**config.mk**
```make
export PLATFORM = sky130hd
export DESIGN_NAME = dmem_access_unit
export DESIGN_NICKNAME = d
export VERILOG_FILES = /design/src/rtl/dmem_access_unit.sv
export SDC_FILE = /design/constraint.sdc
export NUM_CORES = 1
export LEC_CHECK = 0
export BUFFER_PORTS_ARGS = -buffer_cell sky130_fd_sc_hd__clkbuf_2
export CELL_PAD_IN_SITES_DETAIL_PLACEMENT = 1
export CELL_PAD_IN_SITES_GLOBAL_PLACEMENT = 1
export CORE_ASPECT_RATIO = 0.7
export CORE_MARGIN = 4
export CORE_UTILIZATION = 40
export CTS_CLUSTER_SIZE = 14
export DETAILED_ROUTE_END_ITERATION = 8
export GPL_TIMING_DRIVEN = 0
export PLACE_DENSITY = 0.86
export SLEW_MARGIN = 20
export SYNTH_ARGS = -nofsm -noshare
export SYNTH_HDL_FRONTEND = slang
export SYNTH_SLANG_ARGS = --single-unit
```
**constraint.sdc**
```tcl
create_clock -name CLK -period 5.1 [get_ports CLK]
set_input_delay 0.765 -clock CLK [delete_from_list [all_inputs] [get_ports CLK]]
set_output_delay 0.765 -clock CLK [all_outputs]
set_load 0.01 [all_outputs]
```
**src/rtl/dmem_access_unit.sv**
```systemverilog
// rtl/dmem_access_unit.sv - load/store initiator between the core memory stage and a word-wide data RAM
// Sub-word stores are read-modify-write because the RAM always writes all four lanes.
module dmem_access_unit #(
  parameter int ADDR_W = 10
) (
  input  logic              CLK,
  input  logic              RST,
  input  logic              req,
  input  logic              we,
  input  logic [2:0]        funct3,
  input  logic [31:0]       addr,
  input  logic [31:0]       wdata,
  output logic [31:0]       rdata,
  output logic              done,
  output logic              err,
  output logic              busy,
  output logic [ADDR_W-1:0] ram_addr,
  output logic [31:0]       ram_din,
  output logic              ram_we,
  output logic [3:0]        ram_sel,
  input  logic [31:0]       ram_dout
);

  typedef enum logic [1:0] {IDLE, RD, WR, RESP} state_t;

  state_t      state;
  logic        lat_we;
  logic [2:0]  lat_f3;
  logic [1:0]  lat_off;
  logic [15:0] lat_wdata;

  logic        illegal;
  logic [3:0]  sel_in;
  logic [7:0]  byte_val;
  logic [15:0] half_val;
  logic [31:0] load_val;
  logic [31:0] merged;
  logic        unused_addr;

  // Byte-address bits above the RAM word range have no meaning to this RAM.
  assign unused_addr = ^addr[31:ADDR_W+2];

  always_comb begin
    illegal = 1'b0;
    case (funct3)
      3'b000:  illegal = 1'b0;
      3'b001:  illegal = addr[0];
      3'b010:  illegal = |addr[1:0];
      3'b100:  illegal = we;
      3'b101:  illegal = we | addr[0];
      default: illegal = 1'b1;
    endcase
  end

  always_comb begin
    sel_in = 4'b0000;
    case (funct3[1:0])
      2'b00:   sel_in = 4'b0001 << addr[1:0];
      2'b01:   sel_in = addr[1] ? 4'b1100 : 4'b0011;
      default: sel_in = 4'b1111;
    endcase
  end

  assign byte_val = ram_dout[{lat_off, 3'b000} +: 8];
  assign half_val = lat_off[1] ? ram_dout[31:16] : ram_dout[15:0];

  always_comb begin
    load_val = ram_dout;
    case (lat_f3)
      3'b000:  load_val = {{24{byte_val[7]}}, byte_val};
      3'b100:  load_val = {24'h000000, byte_val};
      3'b001:  load_val = {{16{half_val[15]}}, half_val};
      3'b101:  load_val = {16'h0000, half_val};
      default: load_val = ram_dout;
    endcase
  end

  always_comb begin
    merged = ram_dout;
    if (lat_f3[1:0] == 2'b00)
      merged[{lat_off, 3'b000} +: 8] = lat_wdata[7:0];
    else
      merged[{lat_off[1], 4'b0000} +: 16] = lat_wdata[15:0];
  end

  always_ff @(posedge CLK) begin
    if (RST) begin
      state     <= IDLE;
      lat_we    <= 1'b0;
      lat_f3    <= 3'b000;
      lat_off   <= 2'b00;
      lat_wdata <= 16'h0000;
      rdata     <= 32'h0;
      done      <= 1'b0;
      err       <= 1'b0;
      busy      <= 1'b0;
      ram_addr  <= '0;
      ram_din   <= 32'h0;
      ram_we    <= 1'b0;
      ram_sel   <= 4'b0000;
    end else begin
      done    <= 1'b0;
      err     <= 1'b0;
      ram_we  <= 1'b0;
      ram_sel <= 4'b0000;
      case (state)
        IDLE: begin
          if (req) begin
            lat_we    <= we;
            lat_f3    <= funct3;
            lat_off   <= addr[1:0];
            lat_wdata <= wdata[15:0];
            ram_addr  <= addr[ADDR_W+1:2];
            rdata     <= 32'h0;
            busy      <= 1'b1;
            if (illegal) begin
              state <= RESP;
              done  <= 1'b1;
              err   <= 1'b1;
            end else if (we && funct3[1:0] == 2'b10) begin
              state   <= WR;
              ram_we  <= 1'b1;
              ram_sel <= sel_in;
              ram_din <= wdata;
            end else begin
              state   <= RD;
              ram_sel <= sel_in;
            end
          end
        end
        RD: begin
          if (lat_we) begin
            state   <= WR;
            ram_we  <= 1'b1;
            ram_sel <= ram_sel;
            ram_din <= merged;
          end else begin
            state <= RESP;
            done  <= 1'b1;
            rdata <= load_val;
          end
        end
        WR: begin
          state <= RESP;
          done  <= 1'b1;
        end
        default: begin
          state <= IDLE;
          busy  <= 1'b0;
        end
      endcase
    end
  end

endmodule

```
# ---- Yosys cells after proc, flatten, opt, wreduce, memory -nomap -nowiden
# Cells that the tools add are included.
dict set report classes {
  n_addsub 2
  n_mul 0
  div_mod_pow 0
  magnitude_cmp 0
  eq_ne 16
  n_shift 6
  n_mux 36
  bitwise 3
  reduce_logical 14
}
# op n
set ops {}
lappend ops {{$mux 32} 7}
lappend ops {{$pmux 32 s2} 2}
lappend ops {{$pmux 32 s4} 1}
lappend ops {{$bwmux 32} 2}
lappend ops {{$shift 16x7->32 const A} 1}
lappend ops {{$shift 8x7->32 const A} 1}
lappend ops {{$shiftx 16x7->32} 1}
lappend ops {{$shiftx 32x6->8} 1}
lappend ops {{$shiftx 8x7->32} 1}
lappend ops {{$mux 16} 1}
lappend ops {{$mux 4} 4}
lappend ops {{$pmux 4 s2} 2}
lappend ops {{$neg 5->7} 2}
lappend ops {{$eq 3x3->1 const B} 4}
lappend ops {{$ne 2x2->1 const B} 5}
lappend ops {{$mux 1} 9}
lappend ops {{$eq 3x1->1 const B} 2}
lappend ops {{$logic_not 2->1} 3}
lappend ops {{$logic_not 3->1} 2}
lappend ops {{$mux 2} 3}
lappend ops {{$pmux 2 s3} 1}
lappend ops {{$reduce_or 2->1} 3}
lappend ops {{$pmux 1 s5} 1}
lappend ops {{$reduce_and 5->1} 1}
lappend ops {{12 further kinds} 17}
dict set report word_totals {
  reg_bits 106
  latch_bits 0
  ram_bits 0
  romBits 0
  output_inout_bits 82
  memories 0
}

# ---- Logic depth before layout (Yosys ltp)
# Gate-level depths: netlist of the first run.
dict set report logic_depth {
  word_depth 6
  ltp_mapped 10
  ltp_nobuf 6
}

# ---- Worst setup path before layout of the first run
# OpenSTA, ideal clock, no wires.
dict set report synth_path {
  path_type {register to register}
  startpoint {reg lat_off[1]}
  endpoint {reg ram_din[16]}
  setup_time_ps 72
  arrival_ps 2550
  required_time_ps 5028
  path_slack_ps 2479
  stages_incl_launch_ff 11
  n_path_buf 4
  synth_period_minus_slack_ps 2621
  cell_sequence {dfxtp_1 buf_2 inv_2 buf_2 buf_2 ha_1 nor4bb_1 clkbuf_1 a221oi_1 or4_1 mux2i_1}
}
dict set report synth_via {
  elab_chain_cells 6
  word_cells_on_any_way 11
  classes_between {2 x add/sub; 4 x shift; 5 x mux}
}
# element line
set synth_rtl {}
lappend synth_rtl {{from (decl)} 29} ;# logic [1:0] lat_off;
lappend synth_rtl {{from (signal assigned)} 111} ;# lat_off <= addr[1:0];
lappend synth_rtl {{$neg 5->7 (on tied branches)} {83, 81}}
lappend synth_rtl {{$shiftx 16x7->32, or another cell as far along} 83} ;# merged[{lat_off[1], 4'b0000} +: 16] = lat_wdata[15:0];
lappend synth_rtl {{$bwmux 32 (on tied branches)} {83, 81}}
lappend synth_rtl {{$mux 32 *} 80} ;# if (lat_f3[1:0] == 2'b00)
lappend synth_rtl {{$mux 32 *} 132} ;# if (lat_we) begin
lappend synth_rtl {{$pmux 32 s2 *} 106} ;# case (state)
lappend synth_rtl {{to (signal assigned)} 124} ;# ram_din <= wdata;
lappend synth_rtl {{to (signal assigned)} 136} ;# ram_din <= merged;
lappend synth_rtl {{to (decl)} 18} ;# output logic [31:0] ram_din,
# Mark *: on every way between the ends. The rest lies on a longest branch, timed or not. The select of a mux whose other input is x is not followed.
# A chain may end at the register's enable or synchronous reset.

# ---- Worst setup path after layout of the first run
dict set report layout_path {
  startpoint {reg lat_off[1]}
  endpoint {reg ram_din[21]}
}
# Same word-level chain as after synthesis.

==> summary.md, run 1 <==
| Metric | Value |
|---|---|
| Run status | finished, final reports clean |
| Slew Limit Fails | 0 |
| CTS tree | done |
| GRT Overall Usage | 26.8% |
| TritonCTS Buffers | 9 |
| Post-synthesis cell type count | 50 |
| Fin cells | 1,059 |
| CP Max Fanout | 12 |
| First-pass GRT wire length | 35,100 um |
| Vias per cell | 5.89 |
| Most used cell, CP | buf_2 |
| Share of the core filled with cells | 51.0% |
| YS warnings | 0 |
| Drt first pass iters | 5 |
| Dpl cells | 1,043 |
| Max-slew headroom | 48.0% |
| Sequential share of the synthesized area | 36.1% |
| Fmax | 309 MHz |
| Startpoint Class | flop |
| DIE AREA | 16,700 sq um |
| Async SR Flop Fraction | 0% |
| RSZ-0062 raised after global routing | false |
| Synth top area cells | dfxtp_1 36%, mux2i_1 5.8%, nand2_1 5.1% |
| Sw Share | 41.8% |
| VDD IR max | 0.000190 V |
| Commonest non-fill, non-tap cells in the layout | 161 x clkbuf_2, 106 x dfxtp_1, 80 x nand2_1, 55 x a21oi_1, 44 x nor2_1 |
| Internal power | 2.00 mW |
| Die width | 153 um |
| Antenna diodes | 0 |
| Core ar. | 14,100 sq um |
| Post-synthesis xor/xnor area fraction | 0% |
| Syn Area/Cell | 8.49 sq um |
| Share of the synthesized area in the top cell type | 36.1% |
| Commonest non-fill, non-tap cell in the layout | clkbuf_2 |
| Max Root-Sink Buffers | 2 |
| Post-route antenna net violation count | 0 |
| Overall die height | 109 um |
| CP top delay family | buffers and inverters |
| Req. time, crit path | 5.39 ns |
| WS Path Type | flop to flop |
| Worst-Margin Slew | 0.778 ns |
| Buf+Inv Stages, Crit Path | 5 |
| Post-synth EDFFs | 0 |
| Dominant cell type by area after synthesis | dfxtp_1 |
| Post-CTS Resized | 0 |
| Largest family of logic cells by synthesized area | simple AND/OR/NAND/NOR gates |
| Clk root buf | clkbuf_16 |
| Initial core utilization | 41.5% |
| Compound-Gate Fraction of Synth Area | 23.4% |
| DRC viols | 0 |
| Net switching power | 1.43 mW |
| Final setup vio count | 0 |
| DRT iter0 DRCs | 576 |
| Share of cells above drive strength 1 | 27.3% |
| Post-Synth Adder-Cell Area | 1.92% |
| Overall Power | 3.43 mW |
| Routed length per instance | 21.7 um |
| CP Capture Type | flop |
| Mux share of post-synthesis cell area | 8.09% |
| Hold_buf cts | 0 |
| Mapped cell area | 5870 sq um |
| Worst Hold Class | flop to flop |
| Power per cell area | 475 nW/um^2 |
| Combinational share of power | 43.9% |
| Later-pin clock latency in the skew report | 0.36 ns |
| # Post-CTS Setup Buffers | 0 |
| Initial antenna violation count | 0 |
| Post-Synthesis Cells | 692 |
| Final min period | 3.24 ns |
| Crit-path cells | buf_2, inv_2, buf_2, buf_2, ha_1, nor4bb_1, clkbuf_1, a221oi_1, or4_1, mux2i_1 |
| Routability Congestion | 0.897 |
| Area Growth Syn to Fin | 22.8% |
| Clock power frac | 20.7% |
| Max-Cap Viols | 0 |
| Arr. time, crit path | 3.53 ns |
| Worst clock skew | 0.00954 ns |
| Syn nets | 804 |
| Total gr overflow | 0 |
| Main synth FF type | dfxtp_1 |
| Vias in the first global route | 6,145 |
| TritonCTS Sinks | 106 |
| Port bufs | 161 |
| Final WL | 23,000 um |
| Top-Level Pins | 185 |
| Largest net degree at the start of global routing | 21 |
| Simple-gate portion of the synthesized area | 24.8% |
| Worst path max stage delay | 0.54 ns |
| Vias | 6,241 |
| Layout Nets | 976 |
| Post-route clock period utilization | 63.5% |
| CTS clk-pin slew, worst paths | 0.08 ns |
| H-tree Lvls | 3 |
| Synthesized flop and latch total | 106 |
| Rows | 36 |
| Final hold vios | 0 |
| Slowest-stage cell, CP | or4_1 |
| Static leakage | 3.11 nW |
| Post-route setup TNS | 0 ns |
| Hpwl dp | 17,500 um |
| Sequential cell fraction of total power | 35.4% |
==> cells in the mapped netlist, drive strengths merged (4+ instances only) <==
library cell,n
a211o,7
a211oi,33
a21oi,55
a221o,16
a221oi,33
a32o,8
and2,17
and3b,6
buf,27
clkbuf,37
dfxtp,106
ha,9
inv,11
mux2,12
mux2i,34
nand2,80
nand2b,43
nor2,44
nor2b,18
nor3,4
o21ai,28
or3,6
or4,33
==> power by group through the flow <==
stage | sequential [mW] | combinational, mW | clock (mW)
after CTS | 1.21 | 1.50 | 0.720
after global placement | 1.22 | 1.44 | 0
final | 1.21 | 1.51 | 0.710
after floorplan | 1.27 | 0.889 | 0
after detailed placement | 1.23 | 1.49 | 0
after global routing | 1.24 | 1.64 | 0.750
==> kinds of logic (layout without fill, tap and decap cells) <==
family,Yosys count,count (layout)
simple gates,267,267
compound gates,189,189
flops,106,106
buf+inv,75,252
mux,46,46
fa+ha+maj,9,9
==> path summary, 6_finish.rpt <==
| kind | start | end | slack (ns) | depth (start not counted) |
|---|---|---|---|---|
| min reg2reg | ram_addr[2]$_SDFFE_PP0P_ | ram_addr[2]$_SDFFE_PP0P_ | 0.46 | 2 |
| max | lat_off[1]$_SDFFE_PP0P_ | ram_din[21]$_SDFFE_PP0P_ | 1.86 | 10 |
| min | ram_addr[2]$_SDFFE_PP0P_ | ram_addr[2]$_SDFFE_PP0P_ | 0.46 | 2 |
| max reg2reg | lat_off[1]$_SDFFE_PP0P_ | ram_din[21]$_SDFFE_PP0P_ | 1.86 | 10 |
==> cell type report <==
class	count	area, sq um
buffer	64	295
clock buffer	9	225
clock inverter	7	71.3
fill	1768	6930
inverter	11	41.3
multi-input combinational	511	3420
sequential	106	2120
tap	190	238
timing repair buffer	161	806
==> per-layer routing <==
layer / GRT usage (%) / routed length, um
met1: 37.1 / 10000
met4: 4.83 / 274
met5: 0 / 0
met3: 7.75 / 2510
met2: 42.3 / 10100
==> sequential cells by signal (all words and copies together) (netlist names) <==
register,cells
ram_din,32
rdata,32
lat_wdata,16
ram_addr,10
ram_sel,4
lat_f3,3
lat_off,2
state,2
busy,1
done,1
err,1
lat_we,1
ram_we,1
==> metrics by stage <==
stage                     worst slack (ns)  cell area [sq um]  hold WS, ns
after floorplan                       2.48               5870        0.440
after global placement                1.98               6920        0.442
after detailed placement              1.94               6920        0.448
after CTS                             1.92               7210        0.459
after global routing                  1.65               7210        0.475
final                                 1.86               7210        0.459
==> worst reg2reg max path, cell delays in order, from the launching register on <==
cell	delay, ns
dfxtp_1	0.50
buf_2	0.30
inv_2	0.12
buf_2	0.20
buf_2	0.23
ha_1	0.36
nor4bb_1	0.27
clkbuf_1	0.37
a221oi_1	0.14
or4_1	0.54
mux2i_1	0.14
No activity file was read; power rests on OpenSTA's default activity.
==> run 2, diff against run 1 <==
CORE_UTILIZATION = 34   (was 40)
PLACE_DENSITY = 0.78   (was 0.86)
clock period = 2.9 ns   (was 5.1 ns; I/O delays follow)
==> run 2 against run 1 <==
  * Clock skew rose by 0.00076 ns
  * Non-clock buffer count fell by 2
  * Setup slack got worse by 1.7 ns
  * Routed wire length rose by 0.87%
  * Sequential power rose by 75%
  * Largest power group unchanged
==> summary.md, run 2 (synthesis gave the netlist of run 1 again) <==
| Metric | Value |
|---|---|
| Fmax | 365 MHz |
| Final min period | 2.74 ns |
| Vias | 6,073 |
| Initial antenna violation count | 0 |
| Total gr overflow | 0 |
| Post-route clock period utilization | 94.6% |
| RSZ-0062 raised after global routing | false |
| Routability Congestion | 0.892 |
| Antenna diodes | 0 |
| DRT iter0 DRCs | 566 |
| Run status | finished, final reports clean |
| First-pass GRT wire length | 35,500 um |
| GRT Overall Usage | 23.5% |
| DIE AREA | 19,500 sq um |
| Hpwl dp | 17,900 um |
| Worst Hold Class | input port to flop |
| H-tree Lvls | 3 |
| CP Capture Type | flop |
| Arr. time, crit path | 3.04 ns |
| Share of cells above drive strength 1 | 27.6% |
| Routed length per instance | 21.2 um |
| Worst-Margin Slew | 0.730 ns |
| Startpoint Class | flop |
| Port bufs | 161 |
| Max Root-Sink Buffers | 2 |
| Final WL | 23,200 um |
| Drt first pass iters | 5 |
| Top-Level Pins | 185 |
| DRC viols | 0 |
| Final hold vios | 0 |
| Clk root buf | clkbuf_16 |
| TritonCTS Buffers | 9 |
| Later-pin clock latency in the skew report | 0.37 ns |
| Worst path max stage delay | 0.54 ns |
| Core ar. | 16,600 sq um |
| Final setup vio count | 0 |
| Die width | 165 um |
| CP Max Fanout | 17 |
| CTS clk-pin slew, worst paths | 0.08 ns |
| CTS tree | done |
| Largest regs | ram_din: 32 flops, rdata: 32 flops, lat_wdata: 16 flops |
| TritonCTS Sinks | 106 |
| Vias per cell | 5.56 |
| WS Path Type | flop to flop |
| Hold_ws | 0.277 ns |
| Max-Cap Viols | 0 |
| Most used cell, CP | buf_4 |
| Static leakage | 3.12 nW |
| Hold_buf cts | 0 |
| Initial core utilization | 35.3% |
| # Post-CTS Setup Buffers | 0 |
| Power per cell area | 840 nW/um^2 |
| Worst clock skew | 0.0103 ns |
| Largest net degree at the start of global routing | 21 |
| VDD IR max | 0.000296 V |
| Commonest non-fill, non-tap cells in the layout | 161 x clkbuf_2, 105 x dfxtp_1, 80 x nand2_1, 55 x a21oi_1, 44 x nor2_1 |
| Area Growth Syn to Fin | 24.1% |
| Crit-path cells | buf_4, inv_2, buf_4, ha_1, nor4bb_1, buf_4, a221oi_1, or4_1, mux2i_1 |
| Overall die height | 118 um |
| Layout fillers | 2,062 |
| Post-route antenna net violation count | 0 |
| Vias in the first global route | 6,137 |
| Req. time, crit path | 3.19 ns |
| Slowest-stage cell, CP | or4_1 |
| Commonest non-fill, non-tap cell in the layout | clkbuf_2 |
| Layout Nets | 974 |
| Max-slew headroom | 51.3% |
| Post-route setup TNS | 0 ns |
| Rows | 39 |
| Slew Limit Fails | 0 |
[run 2: cell count changes in the layout (fill, tap and decap cells not counted), sizes merged]
cell / previous run / this run
clkbuf: 207 / 205
clkinvlp: 0 / 1
clkinv: 2 / 0
bufinv: 0 / 1
[run 2: worst max-delay path, delay by kind of cell (launching register included)]
kind                     cells  cell delay (ns)
buffers and inverters        4             0.91
flip-flops                   1             0.39
adder cells (fa/ha/maj)      1             0.29
AND/OR/NAND/NOR              2             0.84
AO/OA/AOI/OAI                1             0.09
multiplexers                 1             0.14
[run 2: path summary, 6_finish.rpt]
path                            slack [ns]  cells after the start                     start                        to
worst min register to register        0.46                      2  ram_addr[3]$_SDFFE_PP0P_  ram_addr[3]$_SDFFE_PP0P_
worst max-delay path                  0.16                      9   lat_off[1]$_SDFFE_PP0P_   ram_din[4]$_SDFFE_PP0P_
worst min-delay path                  0.28                      3                  addr[10]  ram_addr[8]$_SDFFE_PP0P_
worst max register to register        0.16                      9   lat_off[1]$_SDFFE_PP0P_   ram_din[4]$_SDFFE_PP0P_
[run 2: cell type report]
class | instances | area [sq um] | area share (%)
buffer | 62 | 298 | 4.08
clock buffer | 9 | 225 | 3.09
clock inverter | 7 | 91.3 | 1.25
inverter | 11 | 41.3 | 0.566
multi-input combinational | 511 | 3420 | 46.9
sequential | 106 | 2130 | 29.2
tap | 225 | 282 | 3.86
timing repair buffer | 161 | 806 | 11.1
[run 2: through the flow]
step	total power [mW]	area (sq um)	cells	util, %	setup WS, ns
6_report	6.12	7290	1092	43.8	0.157
5_1_grt	6.50	7290	1092	43.8	0.0641
4_1_cts	6.13	7290	1093	43.8	0.0551
3_5_place_dp	4.77	6960	1078	41.8	-0.375
3_3_place_gp	4.71	6960	1078	41.8	-0.293
2_1_floorplan	3.79	5870	692	-	0.279
[run 2: timing repair]
action / 4_1_cts / 5_1_grt
setup endpoints to repair: 32 / 21
resized for setup: 7 / 2
endpoints found under the hold margin: 0 / 0
[run 2: routing by layer]
metal / part of all wire [%] / up-vias / GRT usage (%)
met5: 0 / - / 0
met4: 0.95 / 0 / 4.05
met1: 48 / 2963 / 35.3
met2: 43 / 226 / 34.6
li1: - / 2869 / -
met3: 8.0 / 15 / 5.01
[run 2: report_power, final]
part           internal, mW  switching (mW)
clock network         0.699           0.644
logic                  1.07            1.59
registers              1.84           0.282
total                  3.61            2.51
